`config.mk`:
```
export PLATFORM = sky130hd
export DESIGN_NAME = design_20_arb
export DESIGN_NICKNAME = d
export VERILOG_FILES = /design/src/rtl/design_20_arb.sv
export SDC_FILE = /design/constraint.sdc
export NUM_CORES = 1
export LEC_CHECK = 0
export ABC_AREA = 1
export CAP_MARGIN = 10
export CELL_PAD_IN_SITES_DETAIL_PLACEMENT = 1
export CELL_PAD_IN_SITES_GLOBAL_PLACEMENT = 1
export CORE_UTILIZATION = 27
export DETAILED_ROUTE_END_ITERATION = 7
export PLACE_DENSITY = 0.78
export RECOVER_POWER = 100
export REMOVE_ABC_BUFFERS = 1
export SETUP_SLACK_MARGIN = 0.1
export SKIP_CTS_REPAIR_TIMING = 1
export SYNTH_ARGS = -nofsm -noshare
export SYNTH_HDL_FRONTEND = slang
export SYNTH_SLANG_ARGS = --single-unit
```
`constraint.sdc`:
```
create_clock -name clk -period 2.4 [get_ports clk]
set_clock_uncertainty 0.05 [all_clocks]
set_input_delay 0.72 -clock clk [delete_from_list [all_inputs] [get_ports clk]]
set_output_delay 0.72 -clock clk [all_outputs]
set_load 0.005 [all_outputs]
```
`src/rtl/design_20_arb.sv`:
```
// design_20_arb: round-robin arbiter that shares one design_20 datapath
// among N requesters, with a watchdog that aborts silent operations.
module design_20_arb #(
  parameter int W   = 8,
  parameter int N   = 4,
  parameter int IDW = (N > 1) ? $clog2(N) : 1,
  parameter int TMO = 16
) (
  input  logic           clk,
  input  logic           rst,
  input  logic [N-1:0]   req_valid,
  output logic [N-1:0]   req_ready,
  input  logic [N*W-1:0] req_a,
  input  logic [N*W-1:0] req_b,
  output logic           dp_start,
  output logic [W-1:0]   dp_a,
  output logic [W-1:0]   dp_b,
  input  logic [W-1:0]   dp_y,
  input  logic           dp_valid,
  output logic           rsp_valid,
  input  logic           rsp_ready,
  output logic [W-1:0]   rsp_y,
  output logic [IDW-1:0] rsp_id,
  output logic           rsp_err,
  output logic           busy
);

  typedef enum logic [1:0] {
    S_IDLE,
    S_ISSUE,
    S_WAIT,
    S_RESP
  } state_t;

  state_t         r_state;
  logic [IDW-1:0] r_ptr;
  logic [IDW-1:0] r_id;
  logic [7:0]     r_timer;
  logic [W-1:0]   r_op_a;
  logic [W-1:0]   r_op_b;
  logic [W-1:0]   r_rsp_y;
  logic           r_start;
  logic           r_rsp_valid;
  logic           r_rsp_err;

  logic [N-1:0]   w_gnt;
  logic [IDW-1:0] w_gid;
  logic           w_hit;
  logic [IDW:0]   w_sum;
  logic [IDW-1:0] w_idx;
  logic [W-1:0]   w_av [N];
  logic [W-1:0]   w_bv [N];
  logic [W-1:0]   w_a;
  logic [W-1:0]   w_b;
  logic [IDW-1:0] w_nxt;

  for (genvar g = 0; g < N; g++) begin : g_unpack
    assign w_av[g] = req_a[g*W +: W];
    assign w_bv[g] = req_b[g*W +: W];
  end

  // Search ptr, ptr+1, ... wrapping at N; first pending port wins.
  always_comb begin
    w_gnt = '0;
    w_gid = '0;
    w_hit = 1'b0;
    w_sum = '0;
    w_idx = '0;
    for (int k = 0; k < N; k++) begin
      w_sum = {1'b0, r_ptr} + (IDW+1)'(k);
      if (w_sum >= (IDW+1)'(N)) begin
        w_sum = w_sum - (IDW+1)'(N);
      end
      w_idx = w_sum[IDW-1:0];
      if (!w_hit && req_valid[w_idx]) begin
        w_hit        = 1'b1;
        w_gnt[w_idx] = 1'b1;
        w_gid        = w_idx;
      end
    end
  end

  assign w_a   = w_av[w_gid];
  assign w_b   = w_bv[w_gid];
  assign w_nxt = (r_id == IDW'(N-1)) ? '0 : r_id + 1'b1;

  assign req_ready =
    (r_state == S_IDLE && !rst) ? w_gnt : '0;

  always_ff @(posedge clk) begin
    if (rst) begin
      r_state     <= S_IDLE;
      r_ptr       <= '0;
      r_id        <= '0;
      r_timer     <= '0;
      r_op_a      <= '0;
      r_op_b      <= '0;
      r_rsp_y     <= '0;
      r_start     <= 1'b0;
      r_rsp_valid <= 1'b0;
      r_rsp_err   <= 1'b0;
    end else begin
      r_start <= 1'b0;
      unique case (r_state)
        S_IDLE: begin
          if (w_hit) begin
            r_op_a  <= w_a;
            r_op_b  <= w_b;
            r_id    <= w_gid;
            r_start <= 1'b1;
            r_state <= S_ISSUE;
          end
        end
        S_ISSUE: begin
          r_timer <= '0;
          r_state <= S_WAIT;
        end
        S_WAIT: begin
          if (dp_valid) begin
            r_rsp_y     <= dp_y;
            r_rsp_err   <= 1'b0;
            r_rsp_valid <= 1'b1;
            r_state     <= S_RESP;
          end else if (r_timer == 8'(TMO-1)) begin
            r_rsp_y     <= '0;
            r_rsp_err   <= 1'b1;
            r_rsp_valid <= 1'b1;
            r_state     <= S_RESP;
          end else begin
            r_timer <= r_timer + 8'd1;
          end
        end
        S_RESP: begin
          if (rsp_ready) begin
            r_rsp_valid <= 1'b0;
            r_ptr       <= w_nxt;
            r_state     <= S_IDLE;
          end
        end
        default: r_state <= S_IDLE;
      endcase
    end
  end

  assign dp_start  = r_start;
  assign dp_a      = r_op_a;
  assign dp_b      = r_op_b;
  assign rsp_valid = r_rsp_valid;
  assign rsp_y     = r_rsp_y;
  assign rsp_id    = r_id;
  assign rsp_err   = r_rsp_err;
  assign busy      = (r_state != S_IDLE);

endmodule

```
# Yosys cells after proc, flatten, opt, wreduce, memory -nomap -nowiden
# Cells that the tools add are included.
dict set report totals {
  regBits 41
  latch_bits 0
  ramBits 0
  romBits 0
  in_bits 80
  output_inout_bits 34
  elab_cells 127
  mem_count 0
}
dict set report op_classes {
  add_sub_neg 9
  mul 0
  n_div 0
  magnitude_cmp 13
  eq_ne 10
  shift 0
  n_mux 56
  bitwise_logic 5
  reduce_logical 24
}
# operator n
set op_table {}
lappend op_table {{8-bit two-way mux} 8}
lappend op_table {{8-bit binary-select mux with 2-bit select} 2}
lappend op_table {{2-bit two-way mux} 13}
lappend op_table {{4-bit two-way mux} 5}
lappend op_table {{1-bit two-way mux} 17}
lappend op_table {{8-bit one-hot mux with 2 select lines} 1}
lappend op_table {{3-bit greater-or-equal comparator, second input constant} 4}
lappend op_table {{2-bit by 3-bit less-than comparator with 1-bit output, second input constant} 4}
lappend op_table {{4-bit bitwise OR} 3}
lappend op_table {{3-bit AND reduction} 3}
lappend op_table {{8-bit by 1-bit adder with 8-bit output, second input constant} 1}
lappend op_table {{1-bit binary-select mux with 2-bit select} 4}
lappend op_table {{1-bit demux with 2-bit select} 4}
lappend op_table {{8-bit by 4-bit equality test with 1-bit output, second input constant} 1}
lappend op_table {{2-bit by 1-bit greater-or-equal comparator with 1-bit output, second input constant} 4}
lappend op_table {{1-bit logical AND} 8}
lappend op_table {{2-bit inequality test, second input constant} 4}
lappend op_table {{2-bit one-hot mux with 4 select lines} 1}
lappend op_table {{2-bit nonzero test} 4}
lappend op_table {{2-bit by 1-bit subtractor with 2-bit output, second input constant} 4}
lappend op_table {{2-bit by 2-bit adder with 3-bit output, second input constant} 2}
lappend op_table {{2-bit equality test, second input constant} 3}
lappend op_table {{2-bit AND reduction} 3}
lappend op_table {{1-bit logical NOT} 4}
lappend op_table {{10 further kinds} 10}

# Logic depth before layout (Yosys ltp)
# Gate-level depths: netlist (run 1).
dict set report depth {
  depth_word 18
  depth_mapped 16
  ltp_nobuf 14
}

# Worst setup path after synthesis (run 1)
# OpenSTA, ideal clock, no wires.
dict set report synth_timing {
  path_type {register -> output}
  startpoint {reg r_ptr[0]}
  endpoint {out req_ready[2]}
  arrival_time_ns 1.708
  required_time_ns 1.630
  setup_slack_ns -0.078
  stages_incl_launch_ff 12
  path_buffers 1
  path_cell_list {dfxtp_1 > buf_6 > inv_4 > ha_1 > inv_1 > nand3_2 > nand2_4 > nor2_4 > a22oi_1 > o21ai_0 > o21ai_0 > inv_1}
}
dict set report synth_between {
  elab_chain_cells 15
  elab_cells_between_ends 60
  cone_classes {add/sub: 7; order compare: 12; mux: 28; bitwise: 3; reduce/logical: 10}
}
# element line_no
set synth_rtl {}
lappend synth_rtl {{from (decl)} 36} ;# logic [IDW-1:0] r_ptr;
lappend synth_rtl {{from (signal assigned)} 136} ;# r_ptr <= w_nxt;
lappend synth_rtl {{branches (longest 13 deep; another with 2-bit by 1-bit adder with 3-bit output)} --}
lappend synth_rtl {{4-bit two-way mux (*)} 75} ;# if (!w_hit && req_valid[w_idx]) begin
lappend synth_rtl {{4-bit two-way mux (*)} 88} ;# (r_state == S_IDLE && !rst) ? w_gnt : '0;
lappend synth_rtl {{to (decl)} 12} ;# output logic [N-1:0] req_ready,
# Every way passes the cells marked *. The select of a mux whose other input is x is not followed.

# Worst setup path after layout (run 1)
dict set report layout_timing {
  startpoint {reg r_ptr[0]}
  endpoint {out req_ready[1]}
}
# Same word-level chain as after synthesis.

==> results.txt, run 1 <==
----------------------------------------------------
[Floorplan]
  Chip Width ... 105.2 um
  Core area ... 10320 um^2
  Die Height ... 105.2 um
  Initial Utilization ... 0.2786
  # IOs ... 114
  Die area ... 11070 um^2
  Core Rows ... 37

[Global routing]
  Maximum number of pins on one net before global-route repair ... 23
  Initial antenna violation count ... 0
  Residual overflow from global routing ... 0
  Global-route wire length before repair ... 15590 um
  Total GRT Usage ... 0.1732
  Number of global-route vias before repair ... 3293

[Route]
  Vias per Instance ... 4.610
  Routed len/inst ... 14.72 um
  Number of search-and-repair iterations in the first detailed-routing pass ... 4
  Number of DRC violations after detailed-routing iteration 0 ... 55
  Met2 wirelength from detailed routing ... 5717 um
  Highest routing layer actually used ... met4
  DRT met1 WL ... 4300 um
  Antenna Nets Post-Route ... 0
  DR WL met3 ... 498 um
  Via total after detailed routing ... 3333
  Detailed Route WL ... 10640 um
  Remaining DRCs ... 0

[Power]
  Reported net switching power ... 1.784 mW
  Design Power ... 4.206 mW
  Clk network pwr share ... 0.139
  Design internal power ... 2.421 mW
  Combinational Power Share ... 0.632
  Worst supply voltage drop on vdd ... 0.3839 mV
  Standby leakage power ... 2.247 nW
  Sw Share ... 0.4243
  Power Density ... 863.2 nW/um^2
  Portion of total power attributed to sequential cells ... 0.230

[Logic synthesis]
  Synth area leader ... sky130_fd_sc_hd__dfxtp_1
  Post-Synthesis Cell Area ... 2877 um^2
  Number of warnings printed during yosys synthesis ... 0
  Ranking of synthesized cells by area ... sky130_fd_sc_hd__dfxtp_1, sky130_fd_sc_hd__nand2_1, sky130_fd_sc_hd__inv_1
  Synthesized area divided by synthesized cell count ... 6.721 um^2
  Post-synthesis sequential area ratio ... 0.2853
  Total of flip-flops plus latches after synthesis ... 41
  Mapped Cells ... 428
  Synth top area share ... 0.2853
  Number of distinct library cells after synthesis ... 38

[Min path]
  Type of the most critical hold path ... reg2reg
  WHS Endpoint ... rsp_y[5]
  Startpoint of the tightest hold check path ... rsp_y[5]
  Instance count along the most critical hold path ... 2

[Cells and area]
  Proportion of layout cells with a drive suffix above 1 ... 0.2419
  Utilization after layout ... 0.4719
  Area taken by flip-flops and latches ... 828.3 um^2
  Layout area overhead ... 69.38%
  Multi-input gate area ... 1904 um^2
  Number of antenna diodes ... 0
  Post-layout net count ... 680
  Fill cell total of the finished layout ... 1286

[Worst setup path]
  Crit Path Max Fanout ... 4
  Reg2reg end ... dp_b[6]
  Arrival time of data at the critical path endpoint ... 1.92 ns
  Kind of start point of the critical path ... flop
  Data required time of the worst path ... 1.63 ns
  Worst Reg2Reg Path Length in Cells ... 18
  Start-to-end type of the worst setup path ... reg2out
  Type of destination of the critical path ... output pin
  Setup slack of the worst register-to-register path ... 0 ns
  Worst flop-to-flop path startpoint ... r_ptr[0]

[Timing]
  RSZ-0062 raised after global routing ... true
  Max Transition Viols Final ... 0
  Slew margin rel. ... 0.4999
  Min setup slack post-route ... -0.2883 ns
  WHS ... 0.4172 ns
  Shortest clock period the worst path allows after layout ... 2.688 ns
  Final setup violating endpoints ... 6
  Tightest Pin Transition ... 0.7501 ns
  Final-layout setup total negative slack ... -1.013 ns
  Maximum clock rate ... 0.3720 GHz
  Final cycle utilization of the critical path ... 1.120
  Final hold violation count ... 0

[Placement]
  Post-place setup slack ... -0.9876 ns
  Half-perimeter wire length after placement ... 7614 um
  Number of I/O port buffers ... 113
  Routability Congestion ... 0.7813

[Run]
  Max Cap Viol ... 0

[Clock network]
  Number of buffers inserted during clock tree synthesis ... 5
  Root buffer cell ... sky130_fd_sc_hd__clkbuf_8
  H-Tree Level Count ... 2
  TritonCTS Sinks ... 41
  Clock buffer depth ... 2
  Clock tree from TritonCTS ... done
  Clock edge transition at the registers on the reported setup and hold paths ... 0.10 ns
  Source-to-sink clock delay at the later pin of the worst-skew pair ... 0.30 ns

[Status]
  Failing checks ... setup timing
  Run status ... finished with violations

----------------------------------------------------
layout by cell type (no fill, tap or decap), types with 6 or more instances in the layout:
master                              n
sky130_fd_sc_hd__a21oi_1           19
sky130_fd_sc_hd__a21oi_2           17
sky130_fd_sc_hd__a21oi_4            6
sky130_fd_sc_hd__buf_4             35
sky130_fd_sc_hd__clkbuf_2           6
sky130_fd_sc_hd__clkdlybuf4s50_1   73
sky130_fd_sc_hd__dfxtp_1           37
sky130_fd_sc_hd__dlygate4sd3_1     31
sky130_fd_sc_hd__ha_1              13
sky130_fd_sc_hd__inv_1             47
sky130_fd_sc_hd__nand2_1          139
sky130_fd_sc_hd__nand2_2            9
sky130_fd_sc_hd__nand3_1           29
sky130_fd_sc_hd__nand3_2            7
sky130_fd_sc_hd__nand3b_1           9
sky130_fd_sc_hd__nor2_1            15
sky130_fd_sc_hd__o21ai_0            9
sky130_fd_sc_hd__o21ai_1            8
state kept, by name, indices dropped and copies added, names as in the netlist:
register / flops
r_state: 2
dp_a: 8
r_timer: 8
r_ptr: 2
dp_b: 8
dp_start: 1
rsp_id: 2
rsp_y: 8
rsp_err: 1
rsp_valid: 1
worst max path at each step:
stage                       from           end  slack (ns)  cells past startpoint
global placement    req_valid[3]  req_ready[2]       -0.89                     11
floorplan               r_ptr[0]  req_ready[2]       -0.17                     10
finish                  r_ptr[0]  req_ready[1]       -0.29                     11
global route            r_ptr[1]  req_ready[1]       -0.39                     11
detailed placement  req_valid[2]  req_ready[1]       -0.99                     12
CTS                 req_valid[2]  req_ready[1]       -0.99                     12
synth_stat cells (all sizes together):
| master | instances |
|---|---|
| a21boi | 1 |
| nand3 | 39 |
| dfxtp | 41 |
| or2 | 1 |
| xor2 | 2 |
| o22ai | 2 |
| nand4 | 5 |
| xnor2 | 1 |
| nor3b | 1 |
| inv | 56 |
| clkinv | 1 |
| clkbuf | 4 |
| nor3 | 3 |
| ha | 14 |
| o21bai | 1 |
| nand3b | 9 |
| o21ai | 17 |
| nand2 | 154 |
| nor2 | 20 |
| a221oi | 1 |
| buf | 11 |
| a22oi | 2 |
| a21oi | 42 |
metal layers:
layer / GRT usage / vias up
met5: 0 / -
met4: 0.04125 / 0
met3: 0.04515 / 11
met2: 0.3214 / 69
met1: 0.1957 / 1578
li1: - / 1675
layout make-up:
type | instances | share of cell area
Clock inverter | 3 | 0.009502
Inverter | 57 | 0.04905
Sequential cell | 41 | 0.1700
Multi-Input combinational cell | 315 | 0.3909
Timing Repair inverter | 2 | 0.005650
Tap cell | 136 | 0.03493
Clock buffer | 5 | 0.01412
Timing Repair Buffer | 164 | 0.3259
power groups by stage:
stage                     logic [mW]  clock network, mW  registers, mW
after floorplan                 1.11                  0          0.990
after global placement          2.17                  0          0.970
after detailed placement        2.24                  0          0.981
after CTS                       2.25              0.596          0.969
after global routing            2.90              0.627          0.990
final                           2.66              0.583          0.965
kinds of logic after synthesis:
family,after synthesis,synth area share
AO/OA/AOI/OAI,66,0.1453
XOR/XNOR,3,0.009136
adder cells (fa/ha/maj),14,0.06090
buffers and inverters,72,0.1148
flip-flops,41,0.2853
AND/OR/NAND/NOR,232,0.3845
metrics by stage:
step / instances / area [um^2]
after global placement: 695 / 4344
after floorplan: 413 / 2770
after CTS: 703 / 4459
after global routing: 723 / 4872
after detailed placement: 695 / 4344
final: 723 / 4872
worst max-delay path, cell delays in order, from the launching register on:
cell and delay (ns):
sky130_fd_sc_hd__dfxtp_4 0.38, sky130_fd_sc_hd__inv_4 0.05, sky130_fd_sc_hd__ha_4 0.23, sky130_fd_sc_hd__inv_4 0.08
sky130_fd_sc_hd__nand3_1 0.15, sky130_fd_sc_hd__nand2_2 0.13, sky130_fd_sc_hd__nand4_4 0.08, sky130_fd_sc_hd__buf_4 0.16
sky130_fd_sc_hd__o21ai_1 0.13, sky130_fd_sc_hd__nand2_1 0.07, sky130_fd_sc_hd__inv_1 0.06, sky130_fd_sc_hd__clkbuf_2 0.11
Note: power is estimated with default switching activity, not from simulation.
==> run 2: changes to the inputs <==
Settings changed: CORE_MARGIN set to 4.
==> results.txt, run 2 (synthesis gave the netlist of run 1 again) <==
----------------------------------------------------
[Route]
  Vias per Instance ... 4.569 (-0.90%)
  Remaining DRCs ... 0 (unchanged)
  Antenna Nets Post-Route ... 0 (unchanged)
  Routed len/inst ... 14.50 um (-1.4%)
  Detailed Route WL ... 10360 um (-2.7%)
  Number of DRC violations after detailed-routing iteration 0 ... 71 (+29%)
  Number of search-and-repair iterations in the first detailed-routing pass ... 4 (unchanged)
  Via total after detailed routing ... 3262 (-2.1%)

[Global routing]
  Residual overflow from global routing ... 0 (unchanged)
  Maximum number of pins on one net before global-route repair ... 34 (+48%)
  Total GRT Usage ... 0.1540 (-0.01918)
  Number of global-route vias before repair ... 3434 (+4.3%)
  Initial antenna violation count ... 0 (unchanged)
  Global-route wire length before repair ... 15930 um (+2.2%)

[Placement]
  Half-perimeter wire length after placement ... 7852 um (+3.1%)
  Routability Congestion ... 0.8387 (+7.3%)
  DP Cell Count ... 698 (+0.43%)
  Number of I/O port buffers ... 113 (unchanged)
  Placement-stage cell area ... 4379 um^2 (+0.81%)

[Clock network]
  Clock tree from TritonCTS ... done
  Clock edge transition at the registers on the reported setup and hold paths ... 0.09 ns (about the same)
  Source-to-sink clock delay at the later pin of the worst-skew pair ... 0.29 ns (about the same)
  Number of buffers inserted during clock tree synthesis ... 5 (unchanged)
  Clock buffer depth ... 2 (unchanged)
  Root buffer cell ... sky130_fd_sc_hd__clkbuf_8
  TritonCTS Sinks ... 41 (unchanged)
  H-Tree Level Count ... 2 (unchanged)

[Timing]
  Shortest clock period the worst path allows after layout ... 2.655 ns (-0.03288 ns)
  Final hold violation count ... 0 (unchanged)
  Final setup violating endpoints ... 6 (unchanged)
  Maximum clock rate ... 0.3766 GHz (+1.2%)
  Tightest Pin Transition ... 0.7903 ns (+0.04017 ns)
  Final cycle utilization of the critical path ... 1.106 (-0.01370)
  Min setup slack post-route ... -0.2554 ns (+0.03288 ns)
  RSZ-0062 raised after global routing ... true
  Max Transition Viols Final ... 0 (unchanged)
  Slew margin rel. ... 0.4731 (-0.02678)

[Power]
  Design internal power ... 2.252 mW (-7.0%)
  Portion of total power attributed to sequential cells ... 0.251 (+0.021)
  Power Density ... 827.8 nW/um^2 (-4.1%)
  Worst supply voltage drop on vdd ... 0.4097 mV (+6.7%)
  Reported net switching power ... 1.606 mW (-10%)
  Sw Share ... 0.4162 (-0.008124)
  Clk network pwr share ... 0.148 (+0.009)
  Standby leakage power ... 2.154 nW (-4.1%)
  Combinational Power Share ... 0.601 (-0.031)

[Cells and area]
  Highest-count cells in the layout ignoring fill and taps ... sky130_fd_sc_hd__nand2_1, sky130_fd_sc_hd__clkdlybuf4s50_1, sky130_fd_sc_hd__inv_1
  Final standard cell count with taps included and fillers excluded ... 714 (-1.2%)
  Summed area of non-filler cells in the final layout ... 4661 um^2 (-4.3%)
  Proportion of layout cells with a drive suffix above 1 ... 0.2111 (-0.03084)
  Fill cell total of the finished layout ... 1335 (+3.8%)
  Number of antenna diodes ... 0 (unchanged)
  Utilization after layout ... 0.4494 (-0.02250)
  Post-layout net count ... 671 (-1.3%)
  Most frequent standard cell in the layout excluding fill and tap cells ... sky130_fd_sc_hd__nand2_1
  Layout area overhead ... 62.03%

[Floorplan]
  # IOs ... 114 (unchanged)
  Initial Utilization ... 0.2774 (-0.001244)
  Die Height ... 111.2 um (+5.7%)
  Core Rows ... 37 (unchanged)
  Chip Width ... 111.2 um (+5.7%)
  Die area ... 12370 um^2 (+12%)
  Core area ... 10370 um^2 (+0.45%)

[Status]
  Run status ... finished with violations
  Failing checks ... setup timing

[Run]
  Max Cap Viol ... 0 (unchanged)

[Worst setup path]
  Type of destination of the critical path ... output pin
  Start-to-end type of the worst setup path ... in2out
  Arrival time of data at the critical path endpoint ... 1.89 ns (-0.03 ns)
  Kind of start point of the critical path ... input port
  Crit Path Max Fanout ... 5 (+1)
  Data required time of the worst path ... 1.63 ns (about the same)

[Min path]
  Type of the most critical hold path ... reg2reg

----------------------------------------------------
run 2: cell type report:
type	instances	area, um^2	area share
Clock inverter	3	46.29	0.009933
Multi-Input combinational cell	315	1812	0.3887
Sequential cell	41	828.3	0.1777
Clock buffer	5	68.82	0.01477
Timing Repair Buffer	157	1501	0.3221
Tap cell	136	170.2	0.03651
Inverter	57	234.0	0.05020
run 2: power groups by stage:
stage,clock [mW],sequential [mW],combinational (mW)
after CTS,0.592,0.971,2.28
after detailed placement,0,0.984,2.27
after global routing,0.623,0.993,2.60
final,0.571,0.967,2.32
after floorplan,0,0.990,1.11
after global placement,0,0.972,2.20
run 2: worst paths after layout:
check / start / endpoint / slack, ns / depth (start not counted)
setup reg to reg: r_ptr[0] / dp_a[5] / 0.16 / 16
hold reg to reg: rsp_y[2] / rsp_y[2] / 0.42 / 2
hold / removal: rsp_y[2] / rsp_y[2] / 0.42 / 2
setup / recovery: req_valid[0] / req_ready[0] / -0.26 / 13
run 2: worst max-delay path, cell delays in order:
cell and delay (ns):
sky130_fd_sc_hd__dlymetal6s2s_1 0.16, sky130_fd_sc_hd__nand2_4 0.09, sky130_fd_sc_hd__nand2_4 0.08, sky130_fd_sc_hd__nand2_4 0.07
sky130_fd_sc_hd__nand2_8 0.11, sky130_fd_sc_hd__inv_6 0.06, sky130_fd_sc_hd__nand3_4 0.11, sky130_fd_sc_hd__o22ai_2 0.07
sky130_fd_sc_hd__a21oi_1 0.13, sky130_fd_sc_hd__o21ai_1 0.09, sky130_fd_sc_hd__nand2_1 0.06, sky130_fd_sc_hd__inv_1 0.03
sky130_fd_sc_hd__buf_2 0.11
run 2: stage by stage:
| step | total power, mW | setup TNS, ns | worst slack (ns) | hold WS (ns) |
|---|---|---|---|---|
| after floorplan | 2.099 | -1.184 | -0.1682 | 0.3975 |
| after global placement | 3.172 | -8.953 | -0.8919 | 0.3974 |
| after detailed placement | 3.257 | -11.04 | -0.9738 | 0.4065 |
| after CTS | 3.848 | -4.761 | -0.9755 | 0.4283 |
| after global routing | 4.212 | -3.413 | -0.3722 | 0.4420 |
| final | 3.858 | -0.9847 | -0.2554 | 0.4172 |
run 2: metal layers:
layer	vias to the layer above	GRT usage	part of all wire
met5	-	0	0
met4	0	0.03893	0.0098
met3	11	0.04039	0.052
met2	74	0.2831	0.52
met1	1521	0.1759	0.41
li1	1656	-	-
